### config.mk
export PLATFORM = sky130hd
export DESIGN_NAME = uart_alu
export DESIGN_NICKNAME = d
export VERILOG_FILES = /design/src/rtl/uart_alu.sv
export SDC_FILE = /design/constraint.sdc
export NUM_CORES = 2
export LEC_CHECK = 0
export CAP_MARGIN = 15
export CORE_UTILIZATION = 42
export CTS_BUF_LIST = sky130_fd_sc_hd__clkbuf_8
export DETAILED_ROUTE_END_ITERATION = 8
export PLACE_DENSITY = 0.59
export SLEW_MARGIN = 10
export SYNTH_ARGS = -nofsm -noshare
export SYNTH_HDL_FRONTEND = slang
export SYNTH_SLANG_ARGS = --single-unit
### constraint.sdc
create_clock -name clk_i -period 12.2 [get_ports clk_i]
set_input_delay 1.83 -clock clk_i [delete_from_list [all_inputs] [get_ports clk_i]]
set_output_delay 1.83 -clock clk_i [all_outputs]
set_load 0.03 [all_outputs]
### src/rtl/uart_alu.sv
// UART-attached 32-bit integer ALU.
// An 8N1 receiver feeds a byte FIFO. A packet parser reads that FIFO and
// either accumulates ADD/MUL/DIV over the operands or forwards ECHO payload.
// Results and echoed bytes go through a second FIFO into an 8N1 transmitter.
// The packet layer assumes DATA_WIDTH == 8.

module uart_alu_fifo #(
    parameter int WIDTH = 8,
    parameter int DEPTH = 8
) (
    input  logic             clk_i,
    input  logic             rst_i,
    input  logic             push_i,
    input  logic [WIDTH-1:0] data_i,
    input  logic             pop_i,
    output logic [WIDTH-1:0] data_o,
    output logic             empty_o,
    output logic             full_o
);
    localparam int PTR_W = $clog2(DEPTH);
    localparam logic [PTR_W:0] FULL_COUNT = DEPTH[PTR_W:0];

    logic [WIDTH-1:0] mem_q [DEPTH];
    logic [PTR_W-1:0] wr_q, wr_d, rd_q, rd_d;
    logic [PTR_W:0]   count_q, count_d;
    logic             do_push, do_pop;

    assign empty_o = (count_q == '0);
    assign full_o  = (count_q == FULL_COUNT);
    assign data_o  = mem_q[rd_q];

    // Pointer and occupancy update; a push into a full FIFO is dropped.
    always_comb begin
        do_push = push_i && !full_o;
        do_pop  = pop_i && !empty_o;
        wr_d    = wr_q;
        rd_d    = rd_q;
        count_d = count_q;
        if (do_push) begin
            wr_d = wr_q + PTR_W'(1);
        end
        if (do_pop) begin
            rd_d = rd_q + PTR_W'(1);
        end
        if (do_push && !do_pop) begin
            count_d = count_q + (PTR_W+1)'(1);
        end else if (do_pop && !do_push) begin
            count_d = count_q - (PTR_W+1)'(1);
        end
    end

    // Pointer registers; reset empties the FIFO.
    always_ff @(posedge clk_i or posedge rst_i) begin
        if (rst_i) begin
            wr_q    <= '0;
            rd_q    <= '0;
            count_q <= '0;
        end else begin
            wr_q    <= wr_d;
            rd_q    <= rd_d;
            count_q <= count_d;
        end
    end

    // Storage array; contents are meaningless while empty, so no reset.
    always_ff @(posedge clk_i) begin
        if (do_push) begin
            mem_q[wr_q] <= data_i;
        end
    end
endmodule

module uart_alu #(
    parameter int PRESCALE   = 410,
    parameter int DATA_WIDTH = 8
) (
    input  logic clk_i,
    input  logic rst_i,
    input  logic rx_i,
    output logic tx_o
);
    localparam int CNT_W = $clog2(8 * PRESCALE);
    localparam int BIT_W = $clog2(DATA_WIDTH);
    localparam logic [CNT_W-1:0] BIT_LAST  = CNT_W'(8 * PRESCALE - 1);
    localparam logic [CNT_W-1:0] HALF_LAST = CNT_W'(4 * PRESCALE - 1);
    localparam logic [BIT_W-1:0] LAST_BIT  = BIT_W'(DATA_WIDTH - 1);
    localparam logic [7:0] OP_ADD  = 8'h01;
    localparam logic [7:0] OP_MUL  = 8'h02;
    localparam logic [7:0] OP_DIV  = 8'h03;
    localparam logic [7:0] OP_ECHO = 8'hEC;

    typedef enum logic [1:0] {RX_IDLE, RX_START, RX_DATA, RX_STOP} rx_state_t;
    typedef enum logic [1:0] {TX_IDLE, TX_START, TX_DATA, TX_STOP} tx_state_t;
    typedef enum logic [2:0] {
        P_OPCODE, P_RSVD, P_LEN_LO, P_LEN_HI, P_PAYLOAD, P_EXEC, P_RESPOND
    } parse_state_t;

    // Receiver signals
    logic                  rx_meta_q, rx_sync_q;
    rx_state_t             rx_state_q, rx_state_d;
    logic [CNT_W-1:0]      rx_cnt_q, rx_cnt_d;
    logic [BIT_W-1:0]      rx_bit_q, rx_bit_d;
    logic [DATA_WIDTH-1:0] rx_shift_q, rx_shift_d;
    logic                  rx_valid;

    // FIFO signals
    logic                  rx_pop, rx_empty, rx_full;
    logic [DATA_WIDTH-1:0] rx_head;
    logic                  tx_push, tx_pop, tx_empty, tx_full;
    logic [DATA_WIDTH-1:0] tx_data, tx_head;

    // Parser and datapath signals
    parse_state_t p_state_q, p_state_d;
    logic [7:0]   opcode_q, opcode_d;
    logic [7:0]   len_lo_q, len_lo_d;
    logic [15:0]  remain_q, remain_d;
    logic [31:0]  operand_q, operand_d;
    logic [1:0]   byte_idx_q, byte_idx_d;
    logic         first_q, first_d;
    logic [31:0]  acc_q, acc_d;
    logic [1:0]   resp_idx_q, resp_idx_d;
    logic         div_busy_q, div_busy_d;
    logic [4:0]   div_cnt_q, div_cnt_d;
    logic [31:0]  div_rem_q, div_rem_d;
    logic [31:0]  div_quo_q, div_quo_d;
    logic [31:0]  div_den_q, div_den_d;
    logic         div_neg_q, div_neg_d;
    logic [31:0]  full_word, div_quo_next;
    logic [32:0]  div_shift, div_diff;
    logic [15:0]  pkt_len;
    logic         payload_ok, is_arith;

    // Transmitter signals
    tx_state_t             tx_state_q, tx_state_d;
    logic [CNT_W-1:0]      tx_cnt_q, tx_cnt_d;
    logic [BIT_W-1:0]      tx_bit_q, tx_bit_d;
    logic [DATA_WIDTH-1:0] tx_shift_q, tx_shift_d;
    logic                  tx_q, tx_d;

    assign tx_o = tx_q;

    // Two-flop synchroniser for the asynchronous serial input.
    always_ff @(posedge clk_i or posedge rst_i) begin
        if (rst_i) begin
            rx_meta_q <= 1'b1;
            rx_sync_q <= 1'b1;
        end else begin
            rx_meta_q <= rx_i;
            rx_sync_q <= rx_meta_q;
        end
    end

    // Receiver: validate start at mid-bit, sample data at bit centres, drop bytes with a low stop bit.
    always_comb begin
        rx_state_d = rx_state_q;
        rx_cnt_d   = rx_cnt_q + CNT_W'(1);
        rx_bit_d   = rx_bit_q;
        rx_shift_d = rx_shift_q;
        rx_valid   = 1'b0;
        case (rx_state_q)
            RX_IDLE: begin
                rx_cnt_d = '0;
                if (!rx_sync_q) begin
                    rx_state_d = RX_START;
                end
            end
            RX_START: begin
                if (rx_cnt_q == HALF_LAST) begin
                    rx_cnt_d   = '0;
                    rx_bit_d   = '0;
                    rx_state_d = rx_sync_q ? RX_IDLE : RX_DATA;
                end
            end
            RX_DATA: begin
                if (rx_cnt_q == BIT_LAST) begin
                    rx_cnt_d   = '0;
                    rx_shift_d = {rx_sync_q, rx_shift_q[DATA_WIDTH-1:1]};
                    if (rx_bit_q == LAST_BIT) begin
                        rx_state_d = RX_STOP;
                    end else begin
                        rx_bit_d = rx_bit_q + BIT_W'(1);
                    end
                end
            end
            RX_STOP: begin
                if (rx_cnt_q == BIT_LAST) begin
                    rx_valid   = rx_sync_q;
                    rx_state_d = RX_IDLE;
                end
            end
            default: rx_state_d = RX_IDLE;
        endcase
    end

    // Receiver state register.
    always_ff @(posedge clk_i or posedge rst_i) begin
        if (rst_i) begin
            rx_state_q <= RX_IDLE;
            rx_cnt_q   <= '0;
            rx_bit_q   <= '0;
            rx_shift_q <= '0;
        end else begin
            rx_state_q <= rx_state_d;
            rx_cnt_q   <= rx_cnt_d;
            rx_bit_q   <= rx_bit_d;
            rx_shift_q <= rx_shift_d;
        end
    end

    uart_alu_fifo #(.WIDTH(DATA_WIDTH), .DEPTH(8)) u_rx_fifo (
        .clk_i   (clk_i),
        .rst_i   (rst_i),
        .push_i  (rx_valid),
        .data_i  (rx_shift_q),
        .pop_i   (rx_pop),
        .data_o  (rx_head),
        .empty_o (rx_empty),
        .full_o  (rx_full)
    );

    // Parser and accumulator: header decode, operand assembly, iterative signed divide, response.
    always_comb begin
        p_state_d  = p_state_q;
        opcode_d   = opcode_q;
        len_lo_d   = len_lo_q;
        remain_d   = remain_q;
        operand_d  = operand_q;
        byte_idx_d = byte_idx_q;
        first_d    = first_q;
        acc_d      = acc_q;
        resp_idx_d = resp_idx_q;
        div_busy_d = div_busy_q;
        div_cnt_d  = div_cnt_q;
        div_rem_d  = div_rem_q;
        div_quo_d  = div_quo_q;
        div_den_d  = div_den_q;
        div_neg_d  = div_neg_q;
        rx_pop     = 1'b0;
        tx_push    = 1'b0;
        tx_data    = '0;

        full_word    = {rx_head, operand_q[31:8]};
        pkt_len      = {rx_head, len_lo_q};
        is_arith     = (opcode_q == OP_ADD) || (opcode_q == OP_MUL) || (opcode_q == OP_DIV);
        payload_ok   = !rx_empty && !div_busy_q && !((opcode_q == OP_ECHO) && tx_full);
        div_shift    = {div_rem_q, div_quo_q[31]};
        div_diff     = div_shift - {1'b0, div_den_q};
        div_quo_next = {div_quo_q[30:0], !div_diff[32]};

        if (div_busy_q) begin
            div_quo_d = div_quo_next;
            div_rem_d = div_diff[32] ? div_shift[31:0] : div_diff[31:0];
            div_cnt_d = div_cnt_q + 5'd1;
            if (div_cnt_q == 5'd31) begin
                div_busy_d = 1'b0;
                acc_d      = div_neg_q ? -div_quo_next : div_quo_next;
            end
        end

        case (p_state_q)
            P_OPCODE: begin
                if (!rx_empty) begin
                    rx_pop    = 1'b1;
                    opcode_d  = rx_head;
                    p_state_d = P_RSVD;
                end
            end
            P_RSVD: begin
                if (!rx_empty) begin
                    rx_pop    = 1'b1;
                    p_state_d = P_LEN_LO;
                end
            end
            P_LEN_LO: begin
                if (!rx_empty) begin
                    rx_pop    = 1'b1;
                    len_lo_d  = rx_head;
                    p_state_d = P_LEN_HI;
                end
            end
            P_LEN_HI: begin
                if (!rx_empty) begin
                    rx_pop     = 1'b1;
                    remain_d   = (pkt_len < 16'd4) ? 16'd0 : pkt_len - 16'd4;
                    byte_idx_d = '0;
                    first_d    = 1'b1;
                    acc_d      = (opcode_q == OP_MUL) ? 32'd1 : 32'd0;
                    p_state_d  = (pkt_len <= 16'd4) ? P_EXEC : P_PAYLOAD;
                end
            end
            P_PAYLOAD: begin
                if (payload_ok) begin
                    rx_pop     = 1'b1;
                    remain_d   = remain_q - 16'd1;
                    operand_d  = full_word;
                    byte_idx_d = byte_idx_q + 2'd1;
                    if (remain_q == 16'd1) begin
                        p_state_d = P_EXEC;
                    end
                    if (opcode_q == OP_ECHO) begin
                        tx_push = 1'b1;
                        tx_data = rx_head;
                    end
                    if (byte_idx_q == 2'd3) begin
                        if (opcode_q == OP_ADD) begin
                            acc_d = acc_q + full_word;
                        end else if (opcode_q == OP_MUL) begin
                            acc_d = acc_q * full_word;
                        end else if (opcode_q == OP_DIV) begin
                            first_d = 1'b0;
                            if (first_q) begin
                                acc_d = full_word;
                            end else if (full_word == 32'd0) begin
                                acc_d = 32'hFFFF_FFFF;
                            end else begin
                                div_busy_d = 1'b1;
                                div_cnt_d  = '0;
                                div_rem_d  = '0;
                                div_quo_d  = acc_q[31] ? -acc_q : acc_q;
                                div_den_d  = full_word[31] ? -full_word : full_word;
                                div_neg_d  = acc_q[31] ^ full_word[31];
                            end
                        end
                    end
                end
            end
            P_EXEC: begin
                if (!div_busy_q) begin
                    resp_idx_d = '0;
                    p_state_d  = is_arith ? P_RESPOND : P_OPCODE;
                end
            end
            P_RESPOND: begin
                if (!tx_full) begin
                    tx_push    = 1'b1;
                    tx_data    = acc_q[{resp_idx_q, 3'b000} +: 8];
                    resp_idx_d = resp_idx_q + 2'd1;
                    if (resp_idx_q == 2'd3) begin
                        p_state_d = P_OPCODE;
                    end
                end
            end
            default: p_state_d = P_OPCODE;
        endcase
    end

    // Parser and datapath registers; reset abandons any packet in progress.
    always_ff @(posedge clk_i or posedge rst_i) begin
        if (rst_i) begin
            p_state_q  <= P_OPCODE;
            opcode_q   <= '0;
            len_lo_q   <= '0;
            remain_q   <= '0;
            operand_q  <= '0;
            byte_idx_q <= '0;
            first_q    <= 1'b1;
            acc_q      <= '0;
            resp_idx_q <= '0;
            div_busy_q <= 1'b0;
            div_cnt_q  <= '0;
            div_rem_q  <= '0;
            div_quo_q  <= '0;
            div_den_q  <= '0;
            div_neg_q  <= 1'b0;
        end else begin
            p_state_q  <= p_state_d;
            opcode_q   <= opcode_d;
            len_lo_q   <= len_lo_d;
            remain_q   <= remain_d;
            operand_q  <= operand_d;
            byte_idx_q <= byte_idx_d;
            first_q    <= first_d;
            acc_q      <= acc_d;
            resp_idx_q <= resp_idx_d;
            div_busy_q <= div_busy_d;
            div_cnt_q  <= div_cnt_d;
            div_rem_q  <= div_rem_d;
            div_quo_q  <= div_quo_d;
            div_den_q  <= div_den_d;
            div_neg_q  <= div_neg_d;
        end
    end

    uart_alu_fifo #(.WIDTH(DATA_WIDTH), .DEPTH(8)) u_tx_fifo (
        .clk_i   (clk_i),
        .rst_i   (rst_i),
        .push_i  (tx_push),
        .data_i  (tx_data),
        .pop_i   (tx_pop),
        .data_o  (tx_head),
        .empty_o (tx_empty),
        .full_o  (tx_full)
    );

    // Transmitter: next byte is taken at the end of the stop bit so queued bytes leave with no idle gap.
    always_comb begin
        tx_state_d = tx_state_q;
        tx_cnt_d   = tx_cnt_q + CNT_W'(1);
        tx_bit_d   = tx_bit_q;
        tx_shift_d = tx_shift_q;
        tx_pop     = 1'b0;
        case (tx_state_q)
            TX_IDLE: begin
                tx_cnt_d = '0;
                if (!tx_empty) begin
                    tx_pop     = 1'b1;
                    tx_shift_d = tx_head;
                    tx_state_d = TX_START;
                end
            end
            TX_START: begin
                if (tx_cnt_q == BIT_LAST) begin
                    tx_cnt_d   = '0;
                    tx_bit_d   = '0;
                    tx_state_d = TX_DATA;
                end
            end
            TX_DATA: begin
                if (tx_cnt_q == BIT_LAST) begin
                    tx_cnt_d   = '0;
                    tx_shift_d = {1'b0, tx_shift_q[DATA_WIDTH-1:1]};
                    if (tx_bit_q == LAST_BIT) begin
                        tx_state_d = TX_STOP;
                    end else begin
                        tx_bit_d = tx_bit_q + BIT_W'(1);
                    end
                end
            end
            TX_STOP: begin
                if (tx_cnt_q == BIT_LAST) begin
                    tx_cnt_d = '0;
                    if (!tx_empty) begin
                        tx_pop     = 1'b1;
                        tx_shift_d = tx_head;
                        tx_state_d = TX_START;
                    end else begin
                        tx_state_d = TX_IDLE;
                    end
                end
            end
            default: tx_state_d = TX_IDLE;
        endcase

        case (tx_state_d)
            TX_START: tx_d = 1'b0;
            TX_DATA:  tx_d = tx_shift_d[0];
            default:  tx_d = 1'b1;
        endcase
    end

    // Transmitter registers; the line output is registered to stay glitch-free.
    always_ff @(posedge clk_i or posedge rst_i) begin
        if (rst_i) begin
            tx_state_q <= TX_IDLE;
            tx_cnt_q   <= '0;
            tx_bit_q   <= '0;
            tx_shift_q <= '0;
            tx_q       <= 1'b1;
        end else begin
            tx_state_q <= tx_state_d;
            tx_cnt_q   <= tx_cnt_d;
            tx_bit_q   <= tx_bit_d;
            tx_shift_q <= tx_shift_d;
            tx_q       <= tx_d;
        end
    end
endmodule

==> summary.md <==
| Metric | Value |
|---|---|
| Crit-path max FO | `17` |
| Top FF cell, synth | `dfrtp_1` |
| Status | `complete, no violations` |
| CP Data Required Time | `12.72 ns` |
| Synth Area in Simple Gates | `15.64%` |
| Number of fill cells | `8,979` |
| Final setup viols | `0` |
| Dpl ws | `4.044 ns` |
| Ports | `4` |
| Reg2reg start | `acc_q[8]$_DFF_PP0_` |
| CTS resizes | `0` |
| Netlist cell types | `85` |
| H-Tree Depth | `3` |
| Drt first pass iters | `6` |
| Clock Skew | `0.06532 ns` |
| Cell area after synthesis | `0.03935 mm2` |
| Seq cells post-synth | `400` |
| Drt wl/cell | `20.74 um` |
| Final Max Slew Viols | `0` |
| Crit. Startpoint | `acc_q[8]$_DFF_PP0_` |
| GPL Wtd Cong | `0.9571` |
| Critical Path End | `acc_q[31]$_DFF_PP0_` |
| Critical path capture point type | `flop` |
| Cells after synthesis | `4,188` |
| Layout area overhead | `7.400%` |
| Most frequent cells in the layout | `489 x inv_1, 472 x nand2_1, 412 x fa_1` |
| Switching Fraction | `23.30%` |
| GRT Total Usage | `24.30%` |
| CP Class | `reg -> reg` |
| Max Clk Rate | `124.2 MHz` |
| Detailed placer's ending HPWL | `79,240 um` |
| Clk slew on worst S/H paths | `0.06 ns` |
| Port bufs | `3` |
| Worst hold slack | `0.3561 ns` |
| # hold bufs at CTS | `0` |
| Seq/Total Area, Yosys | `27.08%` |
| Adder and majority gate portion of the synthesized area | `27.90%` |
| Crit path arrival time | `8.57 ns` |
| Most common cell after layout, fill and taps aside | `inv_1` |
| Post-synth EDFFs | `128` |
| CTS Buf Count | `76` |
| R2r setup slk | `4.15 ns` |
| Layout Nets | `4,749` |
| Max cap viols | `0` |
| Die Footprint | `0.09491 mm2` |
| Synth warn | `0` |
| TritonCTS clock tree | `yes` |
| Setup Buffers After CTS | `0` |
| Logic gate share of total power | `0.7%` |
| Routed vias/inst | `5.510` |
| Period minus WS final | `8.053 ns` |
| Syn_nets | `4,821` |
| DR iter-0 viols | `2,560` |
| Clock tree buffer depth | `3` |
| Die W | `308.1 um` |
| Crit start category | `flop` |
| Final Hold Vio Count | `0` |
| Antenna-violating nets left | `0` |
| Total gr overflow | `0` |
| Compound-cell area share of the yosys netlist | `12.11%` |
| Pwr/cell area | `64.76 mW/mm2` |
| Initial antenna violation count | `2` |
| Vias | `29,864` |
| Clock root cell | `clkbuf_8` |
| Fin crit share | `66.01%` |
| Worst skew pair latency | `0.69 ns` |
| Worst Reg-to-Reg Cells | `27` |
| Tightest Hold Check Type | `reg -> reg` |
| Internal power | `0.002099 W` |
| Max VDD drop | `56.27 uV` |
| Syn Area/Cell | `9.395 um2` |
| Max_slew headroom | `18.40%` |
| Seq pwr share | `50.4%` |
| Post-synthesis async set-or-reset flop share | `68.00%` |
| Row cnt | `111` |
| Largest family of logic cells by synthesized area | `adder cells` |
| Core area | `0.09222 mm2` |
| Clock power frac | `48.8%` |
| Synth Area in XOR/XNOR | `6.099%` |
| FF-to-FF End | `acc_q[31]$_DFF_PP0_` |
| RSZ-0062 raised after global routing | `no` |
| Vias in the first global route | `30,271` |
| Setup TNS Final | `0 ns` |
| Die Y | `308.1 um` |
| Slew @ Worst Pin | `1.193 ns` |
| Largest net degree at the start of global routing | `81` |
| DR DRC count | `0` |
| Min setup slack post-route | `4.147 ns` |
| Post-synthesis mux area share | `4.274%` |
| Final WL | `112,400 um` |
| Leakage Power | `18.92 nW` |
| Clk sink count | `400` |
| Share of layout cells above drive strength 1 | `7.162%` |
| First-pass GRT wire length | `177,700 um` |
| P_sw | `0.0006375 W` |
| Initial core utilization | `42.67%` |
[state kept, by name (all words and copies together), names as in the netlist, 8 cells and up, named ones only]
register,count
u_rx_fifo.mem_q,64
div_rem_q,32
tx_shift_q,8
rx_shift_q,8
opcode_q,8
u_tx_fifo.mem_q,64
tx_cnt_q,12
rx_cnt_q,12
len_lo_q,8
operand_q,24
acc_q,32
remain_q,16
div_quo_q,32
div_den_q,32
[power groups by stage]
stage,clock network (W),registers [W],logic [W]
floorplan,0,0.00141,0.0000130
global placement,0,0.00141,0.0000219
detailed placement,0,0.00141,0.0000220
CTS,0.00137,0.00138,0.0000220
global route,0.00142,0.00138,0.0000240
finish,0.00134,0.00138,0.0000201
[stage by stage]
step	instance area (um2)	power, W	util [%]	cells
3_3_place_gp	40720	0.001427	44.15	5279
5_1_grt	42250	0.002827	45.82	5419
2_1_floorplan	39350	0.001418	-	4188
4_1_cts	42230	0.002773	45.80	5416
6_report	42260	0.002736	45.82	5420
3_5_place_dp	40720	0.001427	44.15	5279
[layer usage]
metal  part of all wire (%)  vias up  global-route usage [%]
met4                    3.4        0                   8.180
met5                      0        -                       0
met3                    7.7      245                   4.542
met2                     44     1041                   37.73
met1                     45    14822                   34.03
li1                       -    13756                       -
[how the worst min path moves through the flow]
stage                        start  slack (ns)  depth (start not counted)             endpoint
6_report       rx_meta_q$_DFF_PP1_        0.36                          0  rx_sync_q$_DFF_PP1_
5_1_grt        rx_meta_q$_DFF_PP1_        0.36                          0  rx_sync_q$_DFF_PP1_
4_1_cts        rx_meta_q$_DFF_PP1_        0.36                          0  rx_sync_q$_DFF_PP1_
3_5_place_dp   rx_meta_q$_DFF_PP1_        0.35                          0  rx_sync_q$_DFF_PP1_
3_3_place_gp   rx_meta_q$_DFF_PP1_        0.35                          0  rx_sync_q$_DFF_PP1_
2_1_floorplan  rx_meta_q$_DFF_PP1_        0.35                          0  rx_sync_q$_DFF_PP1_
[critical path: stages (launching register included)]
cell      delay, ns
dfrtp_1        0.78
buf_4          0.42
ha_1           0.31
inv_1          0.09
fa_1           0.37
inv_1          0.08
fa_1           0.43
fa_1           0.51
inv_1          0.05
fa_1           0.47
inv_1          0.05
fa_1           0.46
ha_1           0.30
fa_1           0.51
fa_1           0.42
ha_1           0.33
and3_1         0.21
o21ai_0        0.14
a21oi_1        0.20
nor2_1         0.08
nor4_1         0.21
o21ai_0        0.20
a311oi_1       0.57
a221oi_1       0.16
o21bai_1       0.22
xnor2_1        0.10
a21oi_1        0.16
o211ai_1       0.09
[synthesized netlist by cell type, types with 23 or more instances]
library cell | instances | share of area (%)
nand3_1 | 37 | 0.47
o221ai_1 | 23 | 0.51
nand2_1 | 473 | 4.5
a211oi_1 | 46 | 0.88
a21o_1 | 42 | 0.80
and2_1 | 300 | 4.8
o22ai_1 | 24 | 0.38
inv_1 | 463 | 4.4
mux4_2 | 40 | 2.3
xor2_1 | 90 | 2.0
nor2_1 | 270 | 2.6
a21oi_1 | 229 | 2.9
nor3_1 | 54 | 0.69
clkbuf_1 | 228 | 2.2
ha_1 | 218 | 6.9
dfrtp_1 | 268 | 17
edfxtp_1 | 128 | 9.8
fa_1 | 412 | 21
xnor2_1 | 184 | 4.1
o31ai_1 | 28 | 0.53
o21ai_0 | 226 | 2.9
mux2i_1 | 55 | 1.4
[cell type report]
type | count | area (um2) | area share [%]
Tap cell | 1243 | 1555 | 3.680
Clock buffer | 90 | 1239 | 2.931
Timing Repair Buffer | 96 | 732.0 | 1.732
Multi-Input combinational cell | 3073 | 26020 | 61.58
Clock inverter | 47 | 276.5 | 0.6544
Inverter | 469 | 1768 | 4.184
Antenna cell | 2 | 5.005 | 0.01184
Sequential cell | 400 | 10660 | 25.22
[kinds of logic after synthesis]
| logic type | after synthesis |
|---|---|
| and+or+nand+nor | 1285 |
| AOI/OAI and AO/OA | 769 |
| muxes | 115 |
| adders and majority gates | 630 |
| xor gates and xnor gates | 274 |
| DFF | 400 |
| buffers and inverters | 715 |
Note: power is estimated with default switching activity, not from simulation.
